**src/rtl/spixel_animator.sv**
```systemverilog
// spixel_animator
//   Superpixel sprite sequencer placed between user logic and draw_superpixel.
//   Every accepted move erases the sprite's previous cell and then draws the
//   new cell. The motion modes are raster, diagonal bounce and externally
//   stepped. A tick or step that arrives while a move is in flight is dropped
//   and latches a sticky overrun flag.
//
//   Ports:
//     clk       clock (CLOCK_50 domain)
//     rst       synchronous reset, active-high
//     ien       enables the prescaler and move acceptance
//     imode     00 raster, 01 bounce, 10 step, 11 hold
//     istep     single-cycle step pulse; acts as the trigger in mode 10
//     ifg       sprite colour, sampled when a move is latched
//     ox, oy    cell coordinates sent to draw_superpixel
//     ocolor    fill colour sent to draw_superpixel
//     ovld      single-cycle request pulse to draw_superpixel
//     idone     completion pulse from draw_superpixel
//     obusy     high from move acceptance until the draw completes
//     ooverrun  sticky; a trigger arrived while busy
//
//   Optional feature macro: SPIXEL_ANIM_TRAIL_EN
//     When defined, the erase pass paints ifg with its MSB inverted, which
//     leaves a trail behind the sprite. When undefined, the erase pass
//     paints BG_COLOR.

module spixel_animator #(
  parameter int SPIXEL_X_WIDTH = 5,
  parameter int SPIXEL_Y_WIDTH = 5,
  parameter int SPIXEL_X_MAX   = 32,
  parameter int SPIXEL_Y_MAX   = 24,
  parameter int COLOR_ID_WIDTH = 8,
  parameter int TICK_CNT_WIDTH = 25,
  parameter int TICK_PERIOD    = 12500000,
  parameter logic [COLOR_ID_WIDTH-1:0] BG_COLOR = 8'hff
) (
  input  logic                      clk,
  input  logic                      rst,
  input  logic                      ien,
  input  logic [1:0]                imode,
  input  logic                      istep,
  input  logic [COLOR_ID_WIDTH-1:0] ifg,
  output logic [SPIXEL_X_WIDTH-1:0] ox,
  output logic [SPIXEL_Y_WIDTH-1:0] oy,
  output logic [COLOR_ID_WIDTH-1:0] ocolor,
  output logic                      ovld,
  input  logic                      idone,
  output logic                      obusy,
  output logic                      ooverrun
);

  localparam logic [SPIXEL_X_WIDTH-1:0] X_LAST    = SPIXEL_X_WIDTH'(SPIXEL_X_MAX - 1);
  localparam logic [SPIXEL_Y_WIDTH-1:0] Y_LAST    = SPIXEL_Y_WIDTH'(SPIXEL_Y_MAX - 1);
  localparam logic [TICK_CNT_WIDTH-1:0] TICK_LAST = TICK_CNT_WIDTH'(TICK_PERIOD - 1);

  typedef enum logic [2:0] {
    S_IDLE,
    S_LATCH,
    S_ERASE,
    S_EWAIT,
    S_DRAW,
    S_DWAIT
  } state_t;

  state_t                      state, state_nxt;
  logic [TICK_CNT_WIDTH-1:0]   cnt;
  logic                        tick;
  logic                        trigger;
  logic [SPIXEL_X_WIDTH-1:0]   cur_x, nxt_x;
  logic [SPIXEL_Y_WIDTH-1:0]   cur_y, nxt_y;
  logic                        dir_x, dir_y;      // 1 = moving towards MAX-1
  logic                        nxt_dx, nxt_dy;
  logic                        first;
  logic [COLOR_ID_WIDTH-1:0]   fg;
  logic [COLOR_ID_WIDTH-1:0]   erase_color;

`ifdef SPIXEL_ANIM_TRAIL_EN
  localparam logic [COLOR_ID_WIDTH-1:0] MSB_MASK =
    COLOR_ID_WIDTH'(1) << (COLOR_ID_WIDTH - 1);
  assign erase_color = ifg ^ MSB_MASK;
`else
  assign erase_color = BG_COLOR;
`endif

  // Prescaler: free-runs while enabled, holds its count otherwise.
  assign tick = (cnt == TICK_LAST);

  always_ff @(posedge clk) begin
    if (rst) begin
      cnt <= '0;
    end else if (ien) begin
      cnt <= tick ? '0 : cnt + 1'b1;
    end
  end

  always_comb begin
    trigger = 1'b0;
    if (ien) begin
      case (imode)
        2'b00, 2'b01: trigger = tick;
        2'b10:        trigger = istep;
        default:      trigger = 1'b0;
      endcase
    end
  end

  // Next-cell computation, evaluated with the mode present during LATCH.
  always_comb begin
    nxt_x  = cur_x;
    nxt_y  = cur_y;
    nxt_dx = dir_x;
    nxt_dy = dir_y;
    case (imode)
      2'b00, 2'b10: begin
        if (cur_x == X_LAST) begin
          nxt_x = '0;
          nxt_y = (cur_y == Y_LAST) ? '0 : cur_y + 1'b1;
        end else begin
          nxt_x = cur_x + 1'b1;
        end
      end
      2'b01: begin
        // A step that would leave the grid reverses that axis first.
        if (SPIXEL_X_MAX == 1) begin
          nxt_x = '0;
        end else if (dir_x) begin
          if (cur_x == X_LAST) begin
            nxt_x  = cur_x - 1'b1;
            nxt_dx = 1'b0;
          end else begin
            nxt_x = cur_x + 1'b1;
          end
        end else begin
          if (cur_x == '0) begin
            nxt_x  = cur_x + 1'b1;
            nxt_dx = 1'b1;
          end else begin
            nxt_x = cur_x - 1'b1;
          end
        end
        if (SPIXEL_Y_MAX == 1) begin
          nxt_y = '0;
        end else if (dir_y) begin
          if (cur_y == Y_LAST) begin
            nxt_y  = cur_y - 1'b1;
            nxt_dy = 1'b0;
          end else begin
            nxt_y = cur_y + 1'b1;
          end
        end else begin
          if (cur_y == '0) begin
            nxt_y  = cur_y + 1'b1;
            nxt_dy = 1'b1;
          end else begin
            nxt_y = cur_y - 1'b1;
          end
        end
      end
      default: ;
    endcase
  end

  always_ff @(posedge clk) begin
    if (rst) begin
      state <= S_IDLE;
    end else begin
      state <= state_nxt;
    end
  end

  always_comb begin
    state_nxt = state;
    ovld      = 1'b0;
    obusy     = 1'b1;
    case (state)
      S_IDLE: begin
        obusy = 1'b0;
        if (trigger) state_nxt = S_LATCH;
      end
      S_LATCH: state_nxt = first ? S_DRAW : S_ERASE;
      S_ERASE: begin
        ovld      = 1'b1;
        state_nxt = S_EWAIT;
      end
      S_EWAIT: if (idone) state_nxt = S_DRAW;
      S_DRAW: begin
        ovld      = 1'b1;
        state_nxt = S_DWAIT;
      end
      S_DWAIT: if (idone) state_nxt = S_IDLE;
      default: state_nxt = S_IDLE;
    endcase
  end

  // ox/oy/ocolor are loaded one cycle ahead of each request so they are
  // stable for the whole ERASE/EWAIT and DRAW/DWAIT windows.
  always_ff @(posedge clk) begin
    if (rst) begin
      cur_x    <= '0;
      cur_y    <= '0;
      dir_x    <= 1'b1;
      dir_y    <= 1'b1;
      first    <= 1'b1;
      fg       <= '0;
      ox       <= '0;
      oy       <= '0;
      ocolor   <= '0;
      ooverrun <= 1'b0;
    end else begin
      if (trigger && obusy) ooverrun <= 1'b1;
      case (state)
        S_LATCH: begin
          fg <= ifg;
          ox <= cur_x;
          oy <= cur_y;
          if (first) begin
            // Very first move draws the reset cell without erasing.
            ocolor <= ifg;
          end else begin
            ocolor <= erase_color;
            cur_x  <= nxt_x;
            cur_y  <= nxt_y;
            dir_x  <= nxt_dx;
            dir_y  <= nxt_dy;
          end
        end
        S_EWAIT: begin
          if (idone) begin
            ox     <= cur_x;
            oy     <= cur_y;
            ocolor <= fg;
          end
        end
        S_DWAIT: begin
          if (idone) first <= 1'b0;
        end
        default: ;
      endcase
    end
  end

endmodule

```
**config.mk**
```make
export PLATFORM = sky130hd
export DESIGN_NAME = spixel_animator
export DESIGN_NICKNAME = d
export VERILOG_FILES = /design/src/rtl/spixel_animator.sv
export SDC_FILE = /design/constraint.sdc
export NUM_CORES = 1
export LEC_CHECK = 0
export BUFFER_PORTS_ARGS = -buffer_cell sky130_fd_sc_hd__clkbuf_2
export CORE_MARGIN = 2
export CORE_UTILIZATION = 50
export DETAILED_ROUTE_END_ITERATION = 16
export HOLD_SLACK_MARGIN = 0.08
export PLACE_DENSITY = 0.66
export SLEW_MARGIN = 20
export SYNTH_ARGS = -nofsm -noshare
export SYNTH_HDL_FRONTEND = slang
export SYNTH_SLANG_ARGS = --single-unit
```
**constraint.sdc**
```tcl
create_clock -name clk -period 2.8 [get_ports clk]
set_clock_uncertainty 0.1 [all_clocks]
set_input_delay 0.28 -clock clk [delete_from_list [all_inputs] [get_ports clk]]
set_output_delay 0.28 -clock clk [all_outputs]
set_load 0.02 [all_outputs]
```
Word level (Yosys, flattened, before mapping)
Cells that the tools add are included.
{"block": "word_totals", "regBits": 68, "elab_cells": 82}
{"block": "classes", "n_addsub": 5, "n_eq_ne": 14, "n_mux": 34, "bitwise": 1, "reduce_logical": 16}
{"op": "$mux 5", "count": 11}
{"op": "$pmux 5 s2", "count": 4}
{"op": "$add 25x1->25 const B", "count": 1}
{"op": "$eq 25x24->1 const B", "count": 1}
{"op": "$mux 25", "count": 1}
{"op": "$pmux 3 s6", "count": 1}
{"op": "$mux 8", "count": 2}
{"op": "$pmux 8 s2", "count": 1}
{"op": "$mux 3", "count": 4}
{"op": "$add 5x1->5 const B", "count": 2}
{"op": "$eq 5x5->1 const B", "count": 2}
{"op": "$logic_not 5->1", "count": 2}
{"op": "$sub 5x1->5 const B", "count": 2}
{"op": "$mux 1", "count": 9}
{"op": "$reduce_and 3->1", "count": 3}
{"op": "$ne 2x2->1 const B", "count": 4}
{"op": "$eq 3x2->1 const B", "count": 2}
{"op": "$eq 3x3->1 const B", "count": 2}
{"op": "$reduce_or 2->1", "count": 3}
{"op": "$reduce_and 2->1", "count": 2}
{"op": "$reduce_and 4->1", "count": 1}
{"op": "$reduce_bool 2->1", "count": 2}
{"op": "$eq 3x1->1 const B", "count": 1}
{"op": "$logic_not 3->1", "count": 1}
{"op": "other kinds (6)", "count": 6}

Logic depth before layout (Yosys ltp)
Gate-level depths: netlist of the first run.
{"block": "logic_depth", "depth_word": 6, "depth_mapped": 9, "mapped_depth_nobuf": 8}

Worst setup path after synthesis of the first run
OpenSTA, ideal clock, no wires.
{"block": "synth_timing", "path_kind": "flip-flop to flip-flop", "from": "register cur_x[0]", "to": "register cur_y[3]", "setup_time_ps": 136, "t_arrival_ps": 1872, "slack_ps": 692, "path_stages_with_launch": 9, "n_path_buf": 1, "period_less_slack_ps": 2108, "path_cell_list": "dfxtp_1 -> ha_1 -> and3_1 -> ha_1 -> clkbuf_1 -> o211ai_1 -> nor4_1 -> a211oi_1 -> o32ai_1"}
{"block": "synth_via", "elab_chain_cells": 3}
{"item": "from (decl)", "line_no": "69", "source": "logic [SPIXEL_X_WIDTH-1:0] cur_x, nxt_x;"}
{"item": "from (signal assigned)", "line_no": "221", "source": "cur_x <= nxt_x;"}
{"item": "$eq 5x5->1", "line_no": "115", "source": "if (cur_x == X_LAST) begin"}
{"item": "$ne 2x2->1 (no source line)"}
{"item": "$reduce_and 4->1 (no source line)"}
{"item": "to (signal assigned)", "line_no": "222", "source": "cur_y <= nxt_y;"}
{"item": "to (decl)", "line_no": "70", "source": "logic [SPIXEL_Y_WIDTH-1:0] cur_y, nxt_y;"}
No other way between the ends.
A chain may end at the register's enable or synchronous reset.

Worst setup path after layout of the first run
Ends and elaborated chain as after synthesis.

==> results.py, run 1 <==
metrics = {
    "layout": {
        "layout_common_cells": "68 x dfxtp_1, 59 x nor2_1, 54 x nand2_1",
        "drive_above_1_share": 0.1470,
        "num-nets-final": 466,
        "antenna_cells": 0,
        "layout_commonest_cell": "dfxtp_1",
        "area_growth_pct": 10.82,
    },
    "timing": {
        "rsz0062_at_grt": "no",
        "slew_viol_final": 0,
        "hold_violations": 0,
        "fin_crit_sh": 0.8164,
        "holdWs_ps": 95.52,
        "setup_viol": 0,
        "fmax_ghz": 0.4374,
        "tightestPinTransition_ps": 780.2,
        "setup_tns_ps": 0,
        "max-slew-margin-rel": 0.4726,
        "post-route-min-period_ps": 2286,
    },
    "yosys": {
        "synth_xor_area_frac": 0.07393,
        "syn-cell-area_um2": 3436,
        "synthAdderAreaFrac": 0.02185,
        "synth-seq-area-share": 0.3962,
        "ys_warn_count": 0,
        "ys_async_sr_fraction": 0,
        "synth_cell_type_count": 54,
        "synth_flop_cell": "dfxtp_1",
        "synth-seq-cells": 68,
        "synth_compound_area_frac": 0.1453,
        "synth.area.mux_share": 0.03532,
        "avgSynthCellArea_um2": 8.200,
        "synth_fp_nets": 440,
        "synth_top_family_by_area": "simple AND/OR/NAND/NOR gates",
        "synth-simple-area-share": 0.2855,
        "synth-edff-count": 0,
        "syn-instance-count": 419,
    },
    "setup_path": {
        "critPathMostFrequentCell": "ha_1",
        "cp-start-kind": "flip-flop",
        "worstSetupEndpointType": "flip-flop",
        "required_ps": 2900,
        "cpMaxStageDelayCell": "o211ai_1",
        "slowest_delay_ps": 490,
        "path_class": "reg2reg",
        "path_cells": "ha_1 > and3_1 > ha_1 > o211ai_1 > nor4_1 > a211oi_1 > o32ai_1",
        "critPathArrivalTime_ps": 2390,
        "cp_num_buf_inv": 0,
        "critPathTopFamily": "compound AO/OA/AOI/OAI gates",
        "critPathMaxFanout": 10,
    },
    "global_route": {
        "grt_max_degree": 42,
        "grt_overflow": 0,
        "grt_pass1_wl_um": 11790,
        "track_usage": 0.1947,
        "antenna_found_initial": 0,
        "grt_pass1_vias": 2587,
    },
    "clocking": {
        "cts-root-buf": "clkbuf_8",
        "postCtsSetupRepairBufs": 0,
        "cts_sinks": 68,
        "cts_made_buffers": 9,
        "cts_hold_buf": 0,
        "clk_latency_ps": 330,
        "clock_tree.buffer_depth": 2,
        "cts_tree": "yes",
        "cts-resized-gates": 0,
        "clk_pin_slew_ps": 70,
        "htree_levels": 3,
    },
    "power": {
        "power.density_nw_per_um2": 473.2,
        "p_leak_uw": 0.001388,
        "ir_worst_vdd_mv": 0.2931,
    },
    "routing": {
        "ant_nets": 0,
        "via_per_inst": 5.595,
        "vias": 2960,
        "wl_um": 7081,
        "drtIter0Drc": 167,
        "routedWlPerCell_um": 13.39,
        "route.detailed.drc": 0,
        "drt_first_pass_iters": 4,
    },
    "run": {
        "maxCapViolations": 0,
    },
    "floorplan": {
        "core_um2": 6719,
        "ios": 36,
        "start_util": 0.5114,
        "die_y_um": 86.90,
        "die_area_um2": 7551,
        "die_x_um": 86.90,
        "rows": 30,
    },
    "outcome": {
        "status": "completed",
    },
    "placement": {
        "numPortBuffers": 35,
        "hpwlAfterDp_um": 4936,
        "gp_routability_congestion": 0.9106,
    },
    "min_path": {
        "hold_class": "in2reg",
    },
}
-- path summary, 6_finish.rpt --
check                                from        end  slack, ps  cells after the start
worst max register to register   cur_x[0]   cur_y[3]        510                      7
worst min-delay path               ifg[1]      fg[1]        100                      3
worst min register to register  ocolor[6]  ocolor[6]        350                      2
worst max-delay path             cur_x[0]   cur_y[3]        510                      7
-- power by group --
part | total [uW] | leakage [uW] | switching [uW] | internal (uW)
Combinational | 108 | 0.000750 | 65.6 | 42.0
Clock | 701 | 0.0000893 | 339 | 363
Sequential | 993 | 0.000549 | 13.1 | 979
Total | 1800 | 0.00139 | 417 | 1380
-- area by class of cell --
cell class,instances,area (um^2)
Clock buffer,13,158.9
Clock inverter,2,10.01
Fill cell,642,2912
Inverter,11,41.29
Multi-Input combinational cell,316,1931
Sequential cell,68,1361
Tap cell,80,100.1
Timing Repair Buffer,39,205.2
-- per-layer routing --
layer,vias up,global-route usage,wire [um]
li1,1524,-,-
met5,-,0,0
met1,1381,0.2487,3364
met2,51,0.3220,3348
met4,0,0.04261,43
met3,4,0.06256,324
-- through the flow --
stage	area, um^2	utilization	cells	total power (uW)	setup WS [ps]
floorplan	3436	-	419	1088	692.3
global placement	3638	0.5415	514	1121	594.4
detailed placement	3638	0.5415	514	1123	537.1
CTS	3807	0.5667	529	1829	515.1
global route	3807	0.5667	529	1884	373.6
finish	3807	0.5667	529	1802	514.0
-- state kept, by name, summed over array words and instances, names as in the netlist --
| name | flops |
|---|---|
| ox | 5 |
| state | 3 |
| ocolor | 8 |
| cur_x | 5 |
| dir_x | 1 |
| oy | 5 |
| first | 1 |
| dir_y | 1 |
| ooverrun | 1 |
| cnt | 25 |
| fg | 8 |
| cur_y | 5 |
-- Yosys cell counts, types with 3 or more instances --
master	instances	area, um^2
a31oi_1	3	18.77
xnor2_1	11	96.34
nand2_1	54	202.7
buf_2	10	50.05
o22ai_1	3	18.77
a211oi_1	6	45.04
o21ai_0	9	45.04
nor2b_1	6	37.54
mux2i_1	11	110.1
clkbuf_1	13	48.80
and4_1	3	26.28
o211ai_1	11	82.58
nor3_1	7	35.03
nand2b_1	3	18.77
ha_1	6	75.07
and3_1	6	37.54
nor4b_2	3	45.04
a22oi_1	3	22.52
a21oi_1	29	145.1
dfxtp_1	68	1361
nand3_1	14	70.07
xor2_1	18	157.7
nand3b_1	9	67.56
nand4_1	7	43.79
inv_1	11	41.29
nor2_1	59	221.5
-- worst min-delay path, delay by kind of cell --
family                 cells  cell delay, ps
muxes                      1              60
buffers and inverters      1              80
and+or+nand+nor            1              70
-- cells by family after synthesis --
logic type	count (synthesis)
adders and majority gates	6
buffers and inverters	35
muxes	12
AOI/OAI and AO/OA	78
DFF	68
and+or+nand+nor	191
xor gates and xnor gates	29
No activity file was read; power rests on OpenSTA's default activity.
==> run 2, diff against run 1 <==
--- a/config.mk
+++ b/config.mk
@@ -5,6 +5,7 @@
 export SDC_FILE = /design/constraint.sdc
 export NUM_CORES = 1
 export LEC_CHECK = 0
+export ABC_AREA = 1
 export BUFFER_PORTS_ARGS = -buffer_cell sky130_fd_sc_hd__clkbuf_2
 export CORE_MARGIN = 2
 export CORE_UTILIZATION = 50
==> constraint.sdc (replaced) <==
create_clock -name clk -period 2.35 [get_ports clk]
set_clock_uncertainty 0.1 [all_clocks]
set_input_delay 0.235 -clock clk [delete_from_list [all_inputs] [get_ports clk]]
set_output_delay 0.235 -clock clk [all_outputs]
set_load 0.02 [all_outputs]
==> run 2 against run 1 <==
  * Critical path depth increased by 4
  * Sequential share of layout area is 1.7 points lower
  * Non-clock buffer count grew 9
  * Final cell count up 18%
  * Register-to-register slack worse by 90 ps
  * Global-route usage up 3.0 points
  * Worst setup slack got worse by 91 ps
  * Sequential power is 24% higher
  * Via count rose by 10%
  * Combinational power is 140% higher
  * Count of clock-buffer cells in the layout fell by 4
==> results.py, run 2 <==
metrics = {
    "yosys": {
        "synth_flop_cell": "dfxtp_1",
        "syn-cell-area_um2": 3448,
        "synth_top_area_cell": "dfxtp_1",
        "ys_async_sr_fraction": 0,
        "synth-seq-cells": 68,
        "synth.area.top_cells": "dfxtp_1 39%, nor2_1 9.9%, nand2_1 9.6%",
        "avgSynthCellArea_um2": 7.023,
        "yosysMostFrequentCell": "nor2_1",
        "synth_top_area_frac": 0.3948,
        "synth_cell_type_count": 34,
        "synth_fp_nets": 512,
        "ys_warn_count": 0,
        "netlist_top_cells_count": "91 x nor2_1, 88 x nand2_1, 68 x dfxtp_1",
        "synth-seq-area-share": 0.3948,
        "synth-edff-count": 0,
        "syn-instance-count": 491,
    },
    "layout": {
        "layout_common_cells": "91 x nor2_1, 88 x nand2_1, 68 x dfxtp_1",
        "fin_util": 0.5952,
        "layout_commonest_cell": "nor2_1",
        "final_cells": 623,
        "top_register": "cnt",
        "antenna_cells": 0,
        "fillers": 637,
        "area_growth_pct": 15.97,
        "multi_input_area_um2": 1828,
        "drive_above_1_share": 0.1308,
        "regArea_um2": 1361,
        "largest_reg_flops": 25,
        "reg.largest.list": "cnt: 25 flops, fg: 8 flops, ocolor: 8 flops",
        "num-nets-final": 559,
    },
    "floorplan": {
        "start_util": 0.5132,
        "die_x_um": 87.05,
        "rows": 30,
        "ios": 36,
        "die_y_um": 87.05,
        "core_um2": 6719,
        "die_area_um2": 7577,
    },
    "timing": {
        "slew_viol_final": 0,
        "fin_crit_sh": 0.8200,
        "tightestPinTransition_ps": 528.4,
        "setup_viol": 0,
        "setup_tns_ps": 0,
        "fmax_ghz": 0.5189,
        "setup_ws_ps": 423.0,
        "hold_violations": 0,
        "post-route-min-period_ps": 1927,
        "max-slew-margin-rel": 0.6472,
        "rsz0062_at_grt": "no",
    },
    "setup_path": {
        "cp_num_buf_inv": 1,
        "critPathMaxFanout": 6,
        "cpMaxStageDelayCell": "dfxtp_1",
        "critPathArrivalTime_ps": 2060,
        "path_cells": "ha_1 > nand2_1 > nor2_1 > ha_1 > nor2_1 > nor2_1 > nand2_1 > nand3_1 > o21ai_0 > o21ai_0 > inv_1",
        "critPathTopFamily": "simple AND/OR/NAND/NOR gates",
        "reg2reg_depth": 11,
        "path_class": "reg2reg",
        "slowest_delay_ps": 410,
        "critPathMostFrequentCell": "nor2_1",
        "cp.depth": 11,
        "cp-start-kind": "flip-flop",
        "worstSetupEndpointType": "flip-flop",
        "required_ps": 2490,
    },
    "routing": {
        "wl_um": 7659,
        "routedWlPerCell_um": 12.29,
        "drtIter0Drc": 102,
        "drt_first_pass_iters": 4,
        "route.detailed.drc": 0,
        "vias": 3258,
        "ant_nets": 0,
        "via_per_inst": 5.230,
    },
    "clocking": {
        "htree_levels": 3,
        "cts-root-buf": "clkbuf_8",
        "cts_sinks": 68,
        "postCtsSetupRepairBufs": 0,
        "clock_tree.buffer_depth": 2,
        "cts_made_buffers": 9,
        "clk_latency_ps": 350,
        "cts_tree": "yes",
        "clk_pin_slew_ps": 70,
    },
    "power": {
        "power.density_nw_per_um2": 635.6,
        "p_leak_uw": 0.001753,
        "ir_worst_vdd_mv": 0.3373,
    },
    "global_route": {
        "track_usage": 0.2246,
        "grt_pass1_wl_um": 13460,
        "grt_max_degree": 36,
        "grt_overflow": 0,
        "grt_pass1_vias": 3038,
        "antenna_found_initial": 0,
    },
    "placement": {
        "pre_cts_ws_ps": 457.3,
        "dp.cells": 598,
        "gp_routability_congestion": 0.8891,
        "hpwlAfterDp_um": 5571,
        "numPortBuffers": 35,
    },
    "min_path": {
        "hold_depth": 3,
        "hold_class": "in2reg",
    },
    "run": {
        "maxCapViolations": 0,
    },
    "outcome": {
        "status": "completed",
    },
}
-- run 2: cell count changes after synthesis, moves of 11 or more --
cell,change
o21ai_0,+35
nand3_1,+13
mux2i_1,-11
nand2_1,+34
inv_1,+39
nor2_1,+32
-- run 2: repair_timing --
item,in CTS,in global routing
gates resized for setup,0,0
hold endpoints to repair,9,0
hold buffers,9,0
endpoints found under the setup margin,0,0
-- run 2: tightest hold or removal path: stages --
cell and delay, ps:
clkbuf_2 170, nand2_1 100, a21oi_1 60
-- run 2: final cells by class --
class / count / share of cell area
well taps: 80 / 0.02503
clock inverters: 7 / 0.02284
inverters: 53 / 0.04975
flip-flops and latches: 68 / 0.3404
clock buffers: 9 / 0.03098
multi-input cells: 358 / 0.4571
repair buffers: 48 / 0.07384
-- run 2: per-stage QoR --
step           power (uW)  area [um^2]  hold slack [ps]
2_1_floorplan        1427         3448            269.9
3_3_place_gp         1505         3694            358.7
3_5_place_dp         1509         3694            366.2
4_1_cts              2568         3999            149.6
5_1_grt              2665         3999            191.2
6_report             2542         3999            160.5
-- run 2: power by group --
part	switching [uW]	internal [uW]
clock	455	593
combinational	171	90.2
sequential	27.5	1200
-- run 2: worst paths after layout --
| kind | startpoint | endpoint | slack, ps |
|---|---|---|---|
| setup / recovery | cur_x[0] | cur_x[1] | 420 |
| hold / removal | ien | cnt[0] | 160 |
| setup reg to reg | cur_x[0] | cur_x[1] | 420 |
| hold reg to reg | fg[4] | ocolor[4] | 370 |
-- run 2: logic make-up (layout without fill, tap and decap cells) --
kind of cell / after synthesis / in the layout / synth area share
compound gates: 93 / 93 / 0.1517
xor+xnor: 18 / 18 / 0.04572
fa+ha+maj: 6 / 6 / 0.02177
buf+inv: 65 / 117 / 0.07511
flops: 68 / 68 / 0.3948
simple gates: 241 / 241 / 0.3110
-- run 2: per-layer routing --
layer | up-vias | GRT usage | part of all wire
met5 | - | 0 | 0
met4 | 0 | 0.1122 | 0.027
met3 | 18 | 0.03886 | 0.044
met2 | 65 | 0.3685 | 0.46
met1 | 1460 | 0.2832 | 0.47
li1 | 1715 | - | -
